### src/rtl/serial_adder_pkg.sv
// serial_adder_pkg: shared FSM state type, counter sizing and configuration legality helpers
package serial_adder_pkg;
  typedef enum logic [1:0] {IDLE, BUSY, DONE} state_e;
  localparam int MIN_BITS_PER_CYCLE = 1;
  function automatic int cnt_width(input int steps);
    return steps > 1 ? $clog2(steps) : 1;
  endfunction
  function automatic bit cfg_ok(input int width, input int bpc);
    return width >= 1 && bpc >= MIN_BITS_PER_CYCLE && width % bpc == 0;
  endfunction
endpackage

### src/rtl/serial_adder_fa_cell.sv
// fa_cell: 1-bit full adder (a_i, b_i, ci_i in; s_o sum, co_o carry out)
module fa_cell (
  input  logic a_i,
  input  logic b_i,
  input  logic ci_i,
  output logic s_o,
  output logic co_o
);
  assign s_o = a_i ^ b_i ^ ci_i;
  assign co_o = (a_i & b_i) | (ci_i & (a_i ^ b_i));
endmodule

### src/rtl/serial_adder.sv
// serial_adder: multi-cycle chunked a+b+cin adder (clk, rst, in_valid/in_ready/a/b/cin in-side, out_valid/out_ready/sum/cout/ovf out-side)
module serial_adder
  import serial_adder_pkg::*;
#(
  parameter int WIDTH = 8,
  parameter int BITS_PER_CYCLE = 1
) (
  input  logic             clk,
  input  logic             rst,
  input  logic             in_valid,
  output logic             in_ready,
  input  logic [WIDTH-1:0] a,
  input  logic [WIDTH-1:0] b,
  input  logic             cin,
  output logic             out_valid,
  input  logic             out_ready,
  output logic [WIDTH-1:0] sum,
  output logic             cout,
  output logic             ovf
);
  localparam int B = BITS_PER_CYCLE;
  localparam int STEPS = WIDTH / BITS_PER_CYCLE;
  localparam int CW = cnt_width(STEPS);
  if (!cfg_ok(WIDTH, BITS_PER_CYCLE)) begin : g_bad
    $error("serial_adder: BITS_PER_CYCLE must divide WIDTH");
  end
  state_e state_q, state_d;
  logic [WIDTH-1:0] a_q, a_d, b_q, b_d, s_q, s_d, sum_q, sum_d, s_shift;
  logic c_q, c_d, cout_q, cout_d, ovf_q, ovf_d, last;
  logic [CW-1:0] cnt_q, cnt_d;
  logic [B:0] c;
  logic [B-1:0] chunk;
  assign c[0] = c_q;
  for (genvar i = 0; i < B; i++) begin : g_rip
    fa_cell u_fa (
      .a_i (a_q[i]),
      .b_i (b_q[i]),
      .ci_i(c[i]),
      .s_o (chunk[i]),
      .co_o(c[i+1])
    );
  end
  // chunk enters at the top; after STEPS shifts the LSB chunk sits at bit 0
  assign s_shift = WIDTH'({chunk, s_q} >> B);
  assign last = cnt_q == CW'(STEPS - 1);
  always_ff @(posedge clk) begin
    if (rst) begin
      state_q <= IDLE;
      a_q     <= '0;
      b_q     <= '0;
      s_q     <= '0;
      c_q     <= 1'b0;
      cnt_q   <= '0;
      sum_q   <= '0;
      cout_q  <= 1'b0;
      ovf_q   <= 1'b0;
    end else begin
      state_q <= state_d;
      a_q     <= a_d;
      b_q     <= b_d;
      s_q     <= s_d;
      c_q     <= c_d;
      cnt_q   <= cnt_d;
      sum_q   <= sum_d;
      cout_q  <= cout_d;
      ovf_q   <= ovf_d;
    end
  end
  always_comb begin
    state_d = state_q;
    a_d     = a_q;
    b_d     = b_q;
    s_d     = s_q;
    c_d     = c_q;
    cnt_d   = cnt_q;
    sum_d   = sum_q;
    cout_d  = cout_q;
    ovf_d   = ovf_q;
    unique case (state_q)
      IDLE: if (in_valid) begin
        a_d     = a;
        b_d     = b;
        c_d     = cin;
        cnt_d   = '0;
        state_d = BUSY;
      end
      BUSY: begin
        a_d   = a_q >> B;
        b_d   = b_q >> B;
        s_d   = s_shift;
        c_d   = c[B];
        cnt_d = cnt_q + CW'(1);
        if (last) begin
          sum_d   = s_shift;
          cout_d  = c[B];
          // on the last chunk its MSB is bit WIDTH-1: carry in vs carry out
          ovf_d   = c[B-1] ^ c[B];
          state_d = DONE;
        end
      end
      DONE: state_d = out_ready ? IDLE : DONE;
      default: state_d = IDLE;
    endcase
  end
  assign in_ready = state_q == IDLE;
  assign out_valid = state_q == DONE;
  assign sum = sum_q;
  assign cout = cout_q;
  assign ovf = ovf_q;
endmodule

### config.mk
export PLATFORM = sky130hd
export DESIGN_NAME = serial_adder
export DESIGN_NICKNAME = d
export VERILOG_FILES = /design/src/rtl/serial_adder_pkg.sv /design/src/rtl/serial_adder_fa_cell.sv /design/src/rtl/serial_adder.sv
export SDC_FILE = /design/constraint.sdc
export NUM_CORES = 1
export LEC_CHECK = 0
export ABC_AREA = 0
export CORE_UTILIZATION = 40
export DETAILED_ROUTE_END_ITERATION = 16
export PLACE_DENSITY = 0.63
export SLEW_MARGIN = 20
export SYNTH_ARGS = -nofsm -noshare
export SYNTH_HDL_FRONTEND = slang
export SYNTH_HIERARCHICAL = 1
export SYNTH_SLANG_ARGS = --single-unit
### constraint.sdc
create_clock -name clk -period 1.4 [get_ports clk]
set_clock_uncertainty 0.05 [all_clocks]
set_input_delay 0.42 -clock clk [delete_from_list [all_inputs] [get_ports clk]]
set_output_delay 0.42 -clock clk [all_outputs]
set_load 0.05 [all_outputs]
==> reports/metrics.yaml <==
status: "finished with violations"
violations: "setup timing"
end_kind: "primary output"
design_area_um2: 2440
cp_slowest_cell: "dfxtp_2"
seqCellArea_um2: 788
setup_viol: 3
p_sw_mw: 0.561
die_w_um: 65.5
syn2layout_area_growth_pct: 51.8
synth_area_leaders: "dfxtp_1, nor2_1, nand2_1"
dieArea_um2: 4280
wl_per_cell_um: 12.7
period_needed_ps: 1490
die_height_um: 65.5
clk_root_buffer_cell: "clkbuf_8"
cts_tree: "built"
dp_hpwl_um: 2280
cell_internal_pwr_mw: 1.74
detail_route.first_pass.iterations: 4
netlist_area_um2: 1610
worstPathCellList: "buf_6 -> nor2b_4 -> buf_12"
grt_max_degree: 25
tightest_slew_ps: 339
final_common_cell: "nor2_1"
period_share: 1.06
synthCells: 194
synth_cell_type_count: 29
start_util: 0.427
switching_share: 0.244
layout_setup_ws_ps: -85.2
rsz0062_at_grt: "true"
synth_top_area_share: 0.485
ant_nets: 0
portBuffers: 32
nNetsFinal: 265
clk_pin_slew_worst_paths_ps: 70
grt_pass1_wl_um: 5730
maxSlewHeadroom: 0.773
crit_path_start_kind: "register"
synth_area_per_cell_um2: 8.30
first_global_vias: 1356
placed_cell_area_um2: 2200
cts_max_level: 2
vias_per_cell: 4.99
vias: 1441
power_frac_seq: 0.518
synth_edf_count: 0
drv_slew: 0
layout_common_cells: "nor2_1, dfxtp_1, nand2_1"
slowest_delay_ps: 330
cp.required_ps: 930
fin_hold_ws_ps: 413
drt-total-wl_um: 3680
worstPathArrival_ps: 1020
finalHoldViolCount: 0
row_count: 22
p_per_area_nw_per_um2: 940
grt_use_total: 0.181
drive_above_1_share: 0.286
ys.flop_type: "dfxtp_1"
antenna_found_initial: 0
critPathKind: "reg2out"
core_um2: 3770
clk_path_buf_depth: 2
fmax_mhz: 673
holdBufCountCts: 0
antennaDiodeCount: 0
p_leak_nw: 0.941
insertion_delay_ps: 280
boundaryPins: 33
gp_congestion: 0.720
synth-async-reset-ratio: 0
vdd_drop_max_uv: 622
clock_power_share: 0.324
crit_fanout: 3
setup-tns-final_ps: -182
fill_cells: 313
ys_warn_count: 6
p_comb_frac: 0.158
multi_input_area_um2: 838
drv_cap: 0
synth_nets: 218
grt.overflow.total: 0
cts_sinks: 39
hold_path.class: "reg2reg"
drt_iter0_markers: 68
yosysSeqAreaShare: 0.485
drc: 0
cts_made_buffers: 5
yosys.area.top_type: "dfxtp_1"
yosys_register_bits: 39
metal layers:
layer,vias up,global-route usage,part of all wire
met1,671,0.176,0.43
li1,739,-,-
met5,-,0,0
met3,4,0.0486,0.039
met2,27,0.343,0.51
met4,0,0.0924,0.014
stage by stage:
step	utilization	std cells	setup slack, ps	total power [mW]
6_report	0.648	289	-85.2	2.30
5_1_grt	0.648	289	-117	2.42
4_1_cts	0.631	286	-93.1	2.30
3_5_place_dp	0.582	274	-439	1.53
3_3_place_gp	0.582	274	-378	1.51
2_1_floorplan	-	194	-76.5	1.39
cells by family (layout without fill, tap and decap cells):
group / count (synthesis) / count (layout) / share of synthesized area
xor+xnor: 1 / 1 / 0.00544
compound gates: 26 / 26 / 0.0901
flops: 39 / 39 / 0.485
fa+ha+maj: 3 / 3 / 0.0280
simple gates: 109 / 110 / 0.327
buf+inv: 14 / 60 / 0.0520
mux: 2 / 2 / 0.0124
power by group through the flow:
stage	Combinational, mW	Clock, mW	Sequential (mW)
6_report	0.363	0.745	1.19
3_5_place_dp	0.308	0	1.22
2_1_floorplan	0.181	0	1.21
5_1_grt	0.392	0.825	1.20
3_3_place_gp	0.298	0	1.22
4_1_cts	0.341	0.765	1.19
Yosys cell counts, types with 2 or more instances:
cell / count
nand2b_1: 2
nor2_4: 4
nand3b_1: 3
mux2i_1: 2
clkbuf_1: 4
o21ai_0: 2
ha_1: 2
nand2_1: 32
a21oi_1: 19
nor2_1: 41
nor4_1: 15
a22oi_1: 2
nor2b_1: 3
dfxtp_1: 39
nor2_2: 6
buf_2: 5
worst paths after layout:
| kind | slack, ps | cells after the start | start | endpoint |
|---|---|---|---|---|
| setup / recovery | -90 | 3 | state_q[0] | out_valid |
| hold / removal | 410 | 2 | s_q[1] | sum[0] |
| setup reg to reg | -20 | 5 | state_q[1] | a_q[0] |
| hold reg to reg | 410 | 2 | s_q[1] | sum[0] |
state kept, by name, summed over array words and instances, names as in the netlist:
signal and count:
cnt_q 3, ovf 1, cout 1, state_q 2, s_q 7, c_q 1, a_q 8, sum 8
b_q 8
worst max-delay path, delay by kind of cell (launching register included):
family	cells	cell delay, ps
simple gates	1	140
buf+inv	2	270
flops	1	330
what timing repair did:
action	in CTS	in global routing
endpoints found under the setup margin	17	25
buffers inserted	4	3
pin swaps	1	6
gates resized for setup	13	16
gates cloned	1	1
layout make-up:
| class | instances | share of cell area |
|---|---|---|
| clock buffer | 6 | 0.0338 |
| multi-input combinational | 142 | 0.343 |
| timing repair buffer | 52 | 0.273 |
| sequential | 39 | 0.322 |
| clock inverter | 1 | 0.00205 |
| tap | 48 | 0.0246 |
| inverter | 1 | 0.00154 |
No activity file was read; power rests on OpenSTA's default activity.
